## src/rtl/isa_pkg.sv

```systemverilog
// Shared ISA definitions for the decode stage: opcodes, field offsets,
// class indices and the decoded bundle. Optional DECODE_ILLEGAL_TRAP_EN adds the illegal flag.
package isa_pkg;

    localparam int ISA_INSN_W = 32;
    localparam int ISA_OP_W   = 5;
    localparam int ISA_REG_W  = 5;
    localparam int ISA_IMM_W  = 17;
    localparam int ISA_DATA_W = 32;
    localparam int ISA_PC_W   = 32;

    localparam int RD_LSB    = 22;
    localparam int RS_LSB    = 17;
    localparam int RT_LSB    = 12;
    localparam int SHAMT_LSB = 7;
    localparam int ALUOP_LSB = 2;
    localparam int SUBFLD_W  = 5;

    localparam logic [4:0] OP_R    = 5'b00000;
    localparam logic [4:0] OP_J    = 5'b00001;
    localparam logic [4:0] OP_BNE  = 5'b00010;
    localparam logic [4:0] OP_JAL  = 5'b00011;
    localparam logic [4:0] OP_JR   = 5'b00100;
    localparam logic [4:0] OP_ADDI = 5'b00101;
    localparam logic [4:0] OP_BLT  = 5'b00110;
    localparam logic [4:0] OP_SW   = 5'b00111;
    localparam logic [4:0] OP_LW   = 5'b01000;
    localparam logic [4:0] OP_RI   = 5'b01011;
    localparam logic [4:0] OP_SETX = 5'b10101;
    localparam logic [4:0] OP_BEX  = 5'b10110;

    localparam logic [4:0] ALU_ADD = 5'b00000;
    localparam logic [4:0] ALU_SUB = 5'b00001;

    localparam logic [ISA_REG_W-1:0] RA      = 5'd31;
    localparam logic [ISA_REG_W-1:0] RSTATUS = 5'd30;

    typedef enum logic [3:0] {
        CLS_R, CLS_J, CLS_BNE, CLS_JAL, CLS_JR, CLS_ADDI,
        CLS_BLT, CLS_SW, CLS_LW, CLS_RI, CLS_SETX, CLS_BEX
    } class_idx_e;

    localparam int NUM_CLASS = 12;

    typedef struct packed {
        logic [ISA_PC_W-1:0]   pc;
        logic [NUM_CLASS-1:0]  cls;
        logic [ISA_REG_W-1:0]  rd;
        logic [ISA_REG_W-1:0]  rs1;
        logic [ISA_REG_W-1:0]  rs2;
        logic [4:0]            aluop;
        logic [4:0]            shamt;
        logic [ISA_DATA_W-1:0] imm;
        logic [ISA_PC_W-1:0]   target;
        logic                  reg_we;
`ifdef DECODE_ILLEGAL_TRAP_EN
        logic                  illegal;
`endif
    } bundle_t;

endpackage

```

## src/rtl/instr_decode_stage_if.sv

```systemverilog
// Upstream/downstream handshake bundle of the decode stage.
// out_illegal exists only when DECODE_ILLEGAL_TRAP_EN is defined.
interface instr_decode_stage_if #(
    parameter int INSN_W    = 32,
    parameter int REG_W     = 5,
    parameter int DATA_W    = 32,
    parameter int PC_W      = 32,
    parameter int NUM_CLASS = 12
);
    logic              in_valid;
    logic              in_ready;
    logic [INSN_W-1:0] in_insn;
    logic [PC_W-1:0]   in_pc;

    logic                 out_valid;
    logic                 out_ready;
    logic [PC_W-1:0]      out_pc;
    logic [NUM_CLASS-1:0] out_class;
    logic [REG_W-1:0]     out_rd;
    logic [REG_W-1:0]     out_rs1;
    logic [REG_W-1:0]     out_rs2;
    logic [4:0]           out_aluop;
    logic [4:0]           out_shamt;
    logic [DATA_W-1:0]    out_imm;
    logic [PC_W-1:0]      out_target;
    logic                 out_reg_we;
`ifdef DECODE_ILLEGAL_TRAP_EN
    logic                 out_illegal;
`endif

    modport master (
        output in_valid, in_insn, in_pc, out_ready,
        input  in_ready, out_valid, out_pc, out_class, out_rd, out_rs1, out_rs2,
               out_aluop, out_shamt, out_imm, out_target, out_reg_we
`ifdef DECODE_ILLEGAL_TRAP_EN
        , input out_illegal
`endif
    );

    modport slave (
        input  in_valid, in_insn, in_pc, out_ready,
        output in_ready, out_valid, out_pc, out_class, out_rd, out_rs1, out_rs2,
               out_aluop, out_shamt, out_imm, out_target, out_reg_we
`ifdef DECODE_ILLEGAL_TRAP_EN
        , output out_illegal
`endif
    );
endinterface

```

## src/rtl/insn_field_decode.sv

```systemverilog
// Combinational raw instruction word -> decoded bundle.
// Undefined opcodes give an empty class and no write; DECODE_ILLEGAL_TRAP_EN also flags them.
module insn_field_decode
    import isa_pkg::*;
#(
    parameter int INSN_W = ISA_INSN_W,
    parameter int OP_W   = ISA_OP_W,
    parameter int REG_W  = ISA_REG_W,
    parameter int IMM_W  = ISA_IMM_W,
    parameter int DATA_W = ISA_DATA_W,
    parameter int PC_W   = ISA_PC_W
) (
    input  logic [INSN_W-1:0] insn_i,
    input  logic [PC_W-1:0]   pc_i,
    output bundle_t           bundle_o
);
    logic [OP_W-1:0] opcode;
    logic [REG_W-1:0] rd_field;

    always_comb begin
        opcode   = insn_i[INSN_W-1 -: OP_W];
        rd_field = insn_i[RD_LSB +: REG_W];

        bundle_o        = '0;
        bundle_o.pc     = pc_i;
        bundle_o.rd     = rd_field;
        bundle_o.rs1    = insn_i[RS_LSB +: REG_W];
        bundle_o.rs2    = insn_i[RT_LSB +: REG_W];
        bundle_o.shamt  = insn_i[SHAMT_LSB +: SUBFLD_W];
        bundle_o.imm    = {{(DATA_W-IMM_W){insn_i[IMM_W-1]}}, insn_i[IMM_W-1:0]};
        bundle_o.target = {{(PC_W-(INSN_W-OP_W)){1'b0}}, insn_i[INSN_W-OP_W-1:0]};

        case (opcode)
            OP_R:    begin bundle_o.cls[CLS_R] = 1'b1; bundle_o.reg_we = 1'b1;
                           bundle_o.aluop = insn_i[ALUOP_LSB +: SUBFLD_W]; end
            OP_J:    bundle_o.cls[CLS_J] = 1'b1;
            OP_BNE:  begin bundle_o.cls[CLS_BNE] = 1'b1; bundle_o.rs2 = rd_field;
                           bundle_o.aluop = ALU_SUB; end
            OP_JAL:  begin bundle_o.cls[CLS_JAL] = 1'b1; bundle_o.rd = RA;
                           bundle_o.reg_we = 1'b1; end
            OP_JR:   begin bundle_o.cls[CLS_JR] = 1'b1; bundle_o.rs2 = rd_field; end
            OP_ADDI: begin bundle_o.cls[CLS_ADDI] = 1'b1; bundle_o.reg_we = 1'b1;
                           bundle_o.aluop = ALU_ADD; end
            OP_BLT:  begin bundle_o.cls[CLS_BLT] = 1'b1; bundle_o.rs2 = rd_field;
                           bundle_o.aluop = ALU_SUB; end
            OP_SW:   begin bundle_o.cls[CLS_SW] = 1'b1; bundle_o.rs2 = rd_field;
                           bundle_o.aluop = ALU_ADD; end
            OP_LW:   begin bundle_o.cls[CLS_LW] = 1'b1; bundle_o.reg_we = 1'b1;
                           bundle_o.aluop = ALU_ADD; end
            OP_RI:   begin bundle_o.cls[CLS_RI] = 1'b1; bundle_o.reg_we = 1'b1; end
            OP_SETX: begin bundle_o.cls[CLS_SETX] = 1'b1; bundle_o.rd = RSTATUS;
                           bundle_o.reg_we = 1'b1; end
            OP_BEX:  begin bundle_o.cls[CLS_BEX] = 1'b1; bundle_o.rs1 = RSTATUS; end
            default: begin
`ifdef DECODE_ILLEGAL_TRAP_EN
                bundle_o.illegal = 1'b1;
`endif
            end
        endcase
    end
endmodule

```

## src/rtl/instr_decode_stage.sv

```systemverilog
// Registered decode stage: decoder on the input side, OUT register plus one skid entry.
// DECODE_ILLEGAL_TRAP_EN enables the out_illegal flag.
module instr_decode_stage
    import isa_pkg::*;
#(
    parameter int INSN_W = ISA_INSN_W,
    parameter int OP_W   = ISA_OP_W,
    parameter int REG_W  = ISA_REG_W,
    parameter int IMM_W  = ISA_IMM_W,
    parameter int DATA_W = ISA_DATA_W,
    parameter int PC_W   = ISA_PC_W
) (
    input  logic                 clock,
    input  logic                 reset,
    input  logic                 flush,
    instr_decode_stage_if.slave  bus
);
    bundle_t dec;
    bundle_t out_q, out_d, skid_q, skid_d;
    logic    out_valid_q, out_valid_d;
    logic    skid_valid_q, skid_valid_d;
    logic    in_ready_q, in_ready_d;
    logic    accept;

    insn_field_decode #(
        .INSN_W(INSN_W), .OP_W(OP_W), .REG_W(REG_W),
        .IMM_W(IMM_W), .DATA_W(DATA_W), .PC_W(PC_W)
    ) u_decode (
        .insn_i   (bus.in_insn),
        .pc_i     (bus.in_pc),
        .bundle_o (dec)
    );

    always_comb begin
        out_d        = out_q;
        skid_d       = skid_q;
        out_valid_d  = out_valid_q;
        skid_valid_d = skid_valid_q;
        accept       = bus.in_valid & in_ready_q & ~flush;

        if (flush) begin
            out_valid_d  = 1'b0;
            skid_valid_d = 1'b0;
        end else if (!out_valid_q || bus.out_ready) begin
            if (skid_valid_q) begin
                out_d        = skid_q;
                out_valid_d  = 1'b1;
                skid_valid_d = accept;
                if (accept) skid_d = dec;
            end else begin
                out_valid_d = accept;
                if (accept) out_d = dec;
            end
        end else if (accept) begin
            skid_valid_d = 1'b1;
            skid_d       = dec;
        end

        // registered so in_ready never depends combinationally on out_ready
        in_ready_d = ~skid_valid_d;
    end

    always_ff @(posedge clock) begin
        if (reset) begin
            out_q        <= '0;
            skid_q       <= '0;
            out_valid_q  <= 1'b0;
            skid_valid_q <= 1'b0;
            in_ready_q   <= 1'b0;
        end else begin
            out_q        <= out_d;
            skid_q       <= skid_d;
            out_valid_q  <= out_valid_d;
            skid_valid_q <= skid_valid_d;
            in_ready_q   <= in_ready_d;
        end
    end

    assign bus.in_ready   = in_ready_q;
    assign bus.out_valid  = out_valid_q;
    assign bus.out_pc     = out_q.pc;
    assign bus.out_class  = out_q.cls;
    assign bus.out_rd     = out_q.rd;
    assign bus.out_rs1    = out_q.rs1;
    assign bus.out_rs2    = out_q.rs2;
    assign bus.out_aluop  = out_q.aluop;
    assign bus.out_shamt  = out_q.shamt;
    assign bus.out_imm    = out_q.imm;
    assign bus.out_target = out_q.target;
    assign bus.out_reg_we = out_q.reg_we;
`ifdef DECODE_ILLEGAL_TRAP_EN
    assign bus.out_illegal = out_q.illegal;
`endif
endmodule

```

## src/flat_wrapper.sv

```systemverilog
// flat-port wrapper written by rule: the top's interface ports become plain ports
module instr_decode_stage_flat import isa_pkg::*;
#(
    parameter int INSN_W = ISA_INSN_W,
    parameter int OP_W   = ISA_OP_W,
    parameter int REG_W  = ISA_REG_W,
    parameter int IMM_W  = ISA_IMM_W,
    parameter int DATA_W = ISA_DATA_W,
    parameter int PC_W   = ISA_PC_W
)
  (clock, reset, flush, bus_in_valid, bus_in_insn, bus_in_pc, bus_out_ready, bus_in_ready, bus_out_valid, bus_out_pc, bus_out_class, bus_out_rd, bus_out_rs1, bus_out_rs2, bus_out_aluop, bus_out_shamt, bus_out_imm, bus_out_target, bus_out_reg_we);
  instr_decode_stage_if #(.INSN_W(INSN_W), .REG_W(REG_W), .DATA_W(DATA_W), .PC_W(PC_W)) bus_i ();
  input  logic clock;
  input  logic reset;
  input  logic flush;
  input wire logic [$bits(bus_i.in_valid)-1:0] bus_in_valid;
  input wire logic [$bits(bus_i.in_insn)-1:0] bus_in_insn;
  input wire logic [$bits(bus_i.in_pc)-1:0] bus_in_pc;
  input wire logic [$bits(bus_i.out_ready)-1:0] bus_out_ready;
  output wire logic [$bits(bus_i.in_ready)-1:0] bus_in_ready;
  output wire logic [$bits(bus_i.out_valid)-1:0] bus_out_valid;
  output wire logic [$bits(bus_i.out_pc)-1:0] bus_out_pc;
  output wire logic [$bits(bus_i.out_class)-1:0] bus_out_class;
  output wire logic [$bits(bus_i.out_rd)-1:0] bus_out_rd;
  output wire logic [$bits(bus_i.out_rs1)-1:0] bus_out_rs1;
  output wire logic [$bits(bus_i.out_rs2)-1:0] bus_out_rs2;
  output wire logic [$bits(bus_i.out_aluop)-1:0] bus_out_aluop;
  output wire logic [$bits(bus_i.out_shamt)-1:0] bus_out_shamt;
  output wire logic [$bits(bus_i.out_imm)-1:0] bus_out_imm;
  output wire logic [$bits(bus_i.out_target)-1:0] bus_out_target;
  output wire logic [$bits(bus_i.out_reg_we)-1:0] bus_out_reg_we;
  assign bus_i.in_valid = bus_in_valid;
  assign bus_i.in_insn = bus_in_insn;
  assign bus_i.in_pc = bus_in_pc;
  assign bus_i.out_ready = bus_out_ready;
  assign bus_in_ready = bus_i.in_ready;
  assign bus_out_valid = bus_i.out_valid;
  assign bus_out_pc = bus_i.out_pc;
  assign bus_out_class = bus_i.out_class;
  assign bus_out_rd = bus_i.out_rd;
  assign bus_out_rs1 = bus_i.out_rs1;
  assign bus_out_rs2 = bus_i.out_rs2;
  assign bus_out_aluop = bus_i.out_aluop;
  assign bus_out_shamt = bus_i.out_shamt;
  assign bus_out_imm = bus_i.out_imm;
  assign bus_out_target = bus_i.out_target;
  assign bus_out_reg_we = bus_i.out_reg_we;
  instr_decode_stage #(.INSN_W(INSN_W), .OP_W(OP_W), .REG_W(REG_W), .IMM_W(IMM_W), .DATA_W(DATA_W), .PC_W(PC_W)) u_core (.clock(clock), .reset(reset), .flush(flush), .bus(bus_i));
endmodule
```

## config.mk

```make
export PLATFORM = sky130hd
export DESIGN_NAME = instr_decode_stage_flat
export DESIGN_NICKNAME = d
export VERILOG_FILES = /design/src/rtl/isa_pkg.sv /design/src/rtl/instr_decode_stage_if.sv /design/src/rtl/insn_field_decode.sv /design/src/rtl/instr_decode_stage.sv /design/src/flat_wrapper.sv
export SDC_FILE = /design/constraint.sdc
export NUM_CORES = 1
export LEC_CHECK = 0
export ABC_AREA = 1
export CORE_MARGIN = 1.5
export CORE_UTILIZATION = 52
export DETAILED_ROUTE_END_ITERATION = 10
export GPL_ROUTABILITY_DRIVEN = 0
export GPL_TIMING_DRIVEN = 0
export PLACE_DENSITY = 0.88
export SLEW_MARGIN = 20
export SYNTH_ARGS = -nofsm -noshare
export SYNTH_HDL_FRONTEND = slang
export SYNTH_SLANG_ARGS = --single-unit
export TNS_END_PERCENT = 100
```

## constraint.sdc

```tcl
create_clock -name clock -period 2.08 [get_ports clock]
set_input_delay 0.624 -clock clock [delete_from_list [all_inputs] [get_ports clock]]
set_output_delay 0.624 -clock clock [all_outputs]
set_load 0.1 [all_outputs]
```

# Word level (Yosys, flattened, before mapping)
# Cells that the tools add are included.
# W data, S select, Z words.
# totals
register_bits	271
wordCells	76
out_inout_bits	136
# op_classes
n_eq_ne	12
reduce_logical	10
n_bitwise	4
mux	27
# ops
cell	n
$mux W134	5
$eq A5 B3 Y1 const B	4
$pmux W5 S2	2
$mux W1	18
$eq A5 B2 Y1 const B	2
$eq A5 B4 Y1 const B	2
$eq A5 B5 Y1 const B	2
$mux W5	2
$reduce_or A6 Y1	1
$eq A5 B1 Y1 const B	1
$logic_not A5 Y1	1
$reduce_or A2 Y1	2
$reduce_or A4 Y1	1
$reduce_and A3 Y1	1
$and A1 B1 Y1	2
$ne A2 B1 Y1 const B	1
$not A1 Y1	2
$reduce_and A2 Y1	1
$reduce_bool A2 Y1	1
$logic_not A1 Y1	1
$logic_or A1 B1 Y1	1

# Depth between registers and ports, before layout
# Gate-level depths: netlist (run 1).
# depth
word_depth	6
mapped_depth	10

# Hierarchy
# A second synthesis (run 1) with hierarchy kept.
# hier_totals
hier_cells	2210
area_unflattened_um2	13864.5
# modules_own_cells
mod	cells_each	area_each_um2	instances
instr_decode_stage	2028	12659.6	1
insn_field_decode	182	1204.9	1

# Worst setup path before layout (run 1)
# No wires, ideal clock.
# synth_path
path_type	reg2out
from	reg u_core.bus.out_imm[30] (netlist name)
to	out bus_out_imm[17]
t_arrival_ns	1.639
slack_ns	-0.183
path_stages_with_launch	2
path_cell_list	dfxtp_1 > buf_4
# synth_lines
element	line_no	rtl
to (decl)	flat_wrapper.sv:29	output wire logic [$bits(bus_i.out_imm)-1:0] bus_out_imm;

==> results.toml, run 1 <==
[floorplanning]
core-area_um2 = 14500
io_pins = 205
start_util_pct = 53.3
row_count = 44
dieArea_um2 = 15600
fp.dieW_um = 125
die_h_um = 125

[drt]
drt_iter0_drc = 1217
first_pass_iters = 6
vias = 8408
drtAntennaViolNets = 0
viasPerCell = 5.77
wl_per_cell_um = 17.6
drc = 0
wl_um = 25600

[pwr]
ir_drop_v = 0.000573
clkPwrFrac_pct = 37.0
leakage_nw = 4.43
p_per_area_nw_per_um2 = 836
p_int_mw = 6.03
seq_power_share_pct = 42.4
power_switching_mw = 2.82
p_sw_share_pct = 31.8
combPwrFrac_pct = 20.7

[global_routing]
grt_pass1_wl_um = 40100
first_global_vias = 7812
gr-total-overflow = 0
grt_usage_pct = 32.1
antenna_found_initial = 0
grt_max_degree = 19

[run_status]
status = "finished, final reports clean"

[logic_synthesis]
netlist.area_leader.share_pct = 48.3
yosysWarningCount = 0
ys_types = 30
synth_cells = 1038
yosys-top-cells-area = "dfxtp_1 48%, o21ai_0 10%, nand2_1 8.5%"
yosysTopAreaCell = "dfxtp_1"
synth_area_um2 = 7750
ys_ff_latch = 187
ys_seq_area_share_pct = 48.3
post_synth.cell_area_avg_um2 = 7.46

[final_layout]
seq_area_um2 = 3750
nets = 1329
layout-drive-gt1-share_pct = 20.1
n_antenna_cell = 0
area_growth_pct = 36.6
multi_input_area_um2 = 3170
fin_area_um2 = 10600
fillers = 1105

[critical_path]
worstSetupStartpointType = "input port"
crit_slowest_cell = "clkdlybuf4s50_1"
cp_top_family = "buffers and inverters"
critPathRequiredTime_ns = 2.41
crit_type = "in2reg"
cp.arrival_ns = 2.38
crit_path_max_incr_delay_ns = 0.56
crit_fanout = 10
end_kind = "flop"
worst-path-buf-inv = 4
path_cells = "clkdlybuf4s50_1, clkinv_1, buf_2, clkbuf_1, o21ai_0, nor2_1"

[timing]
slew_headroom_pct = 57.1
fmax_ghz = 0.487
rsz0062_at_grt = "yes"
fin_crit_sh_pct = 98.7
hold_violations = 0
slew_viol_final = 0
holdWs_ns = 0.454
period_needed_ns = 2.05
worst_pin_slew_ns = 0.643
skew_ns = 0.00560
setup_slack_ns = 0.0271
setup_viol = 0

[clocking]
cts_sinks = 187
clock_latency_ns = 0.43
cts_root_buf = "clkbuf_16"
cts_tree = "built"
clockBufferDepth = 2
numCtsBuffers = 17
htree_levels = 4
clk_pin_slew_ns = 0.06

[job]
max_cap_violations = 0

[placed_design]
portBuffers = 199
pre_cts_slack_ns = -0.370
place_area_um2 = 9980
place_hpwl_um = 17900

[min_path]
min_path_type = "reg2reg"
## placed cells by master (no fill, tap or decap), types with 5 or more instances in the layout
cell             instances
clkbuf_1                37
a31oi_1                 60
nor2_1                 154
o21ai_0                156
buf_1                    5
o21ai_1                  9
inv_2                    7
clkbuf_8                 8
dfxtp_1                186
inv_1                   39
conb_1                   5
buf_4                   66
a21oi_1                 92
buf_2                   39
clkdlybuf4s50_1         68
clkdlybuf4s15_2         92
nand2_1                175
clkbuf_16               17
nand3_1                 22
## final cells by class
class | instances | share of cell area (%)
buffer | 117 | 6.36
sequential | 187 | 35.4
multi-input combinational | 690 | 30.0
timing repair buffer | 199 | 18.7
inverter | 48 | 1.73
tap | 184 | 2.18
clock buffer | 27 | 5.13
clock inverter | 5 | 0.509
## power by group through the flow
stage	Clock [mW]	Combinational, mW	Sequential, mW
after floorplan	0	0.680	4.47
after global placement	0	1.84	3.82
after detailed placement	0	1.85	3.83
after CTS	3.25	1.82	3.75
after global routing	3.42	1.89	3.76
final	3.27	1.83	3.75
## registers in the layout, summed over array words and instances, names as in the netlist
| signal | flops |
|---|---|
| u_core.bus.out_reg_we | 1 |
| u_core.bus.out_rs1 | 5 |
| u_core.bus.out_imm | 17 |
| u_core.bus.out_aluop | 5 |
| u_core.bus.out_valid | 1 |
| u_core.bus.out_pc | 32 |
| u_core.bus.out_class | 12 |
| u_core.bus.out_target | 10 |
| u_core.bus.in_ready | 1 |
| u_core.skid_valid_q | 1 |
| u_core.bus.out_rd | 5 |
| u_core.bus.out_rs2 | 5 |
| u_core.skid_q | 92 |
## worst min-delay path, delay by kind of cell, from the launching register on
| family | cells | cell delay (ns) |
|---|---|---|
| compound gates | 1 | 0.05 |
| buf+inv | 1 | 0.06 |
| flops | 1 | 0.30 |
## through the flow
step	total power, mW	instances	TNS, ns	util (%)
2_1_floorplan	5.15	1042	0	-
3_3_place_gp	5.66	1425	-47.48	68.7
3_5_place_dp	5.68	1425	-52.96	68.7
4_1_cts	8.81	1457	0	72.9
5_1_grt	9.08	1457	-0.0102	72.8
6_report	8.85	1457	0	72.8
## per-layer routing
layer	track usage, %	vias to the layer above	share of wire, %
li1	-	3858	-
met3	8.86	107	12
met1	40.4	3844	39
met5	0	-	0
met4	15.6	0	4.1
met2	51.1	599	45
## cell usage after synthesis, drive strengths merged
| library cell | instances |
|---|---|
| a211oi | 4 |
| o211ai | 2 |
| dfxtp | 187 |
| nor2 | 156 |
| clkbuf | 38 |
| nand3 | 25 |
| o211a | 1 |
| o21ai | 165 |
| a21oi | 93 |
| inv | 47 |
| clkinv | 1 |
| o22ai | 1 |
| a31oi | 60 |
| o31ai | 1 |
| buf | 79 |
| conb | 1 |
| nand2 | 177 |
## logic make-up (layout without fill, tap and decap cells)
kind of cell / count (synthesis) / in the layout / share of synthesized area [%]
flops: 187 / 187 / 48.3
other cells: 1 / 5 / 0.0484
buf+inv: 165 / 396 / 10.9
compound gates: 327 / 327 / 22.5
simple gates: 358 / 358 / 18.2
## repair_timing
action                                  in CTS  in global routing
setup buffers                                0                  0
resized for setup                          471                 20
endpoints found under the setup margin     131                 38
cloned                                       0                  0
hold buffers                                 0                  0
## path summary, 6_finish.rpt
check                                    startpoint                  to  slack [ns]  depth (start not counted)
worst max-delay path                          reset  u_core.skid_q[109]        0.03                          6
worst min-delay path              u_core.skid_q[36]   u_core.skid_q[36]        0.45                          2
worst max register to register  u_core.skid_valid_q   u_core.skid_q[37]        0.43                          6
worst min register to register    u_core.skid_q[36]   u_core.skid_q[36]        0.45                          2
No activity file was read; power rests on OpenSTA's default activity.
==> inputs of run 2 (changes only) <==
SLEW_MARGIN = default   (was 20)
==> results of run 2 <==
No change in the layout: final DEF, timing and power equal those of run 1.
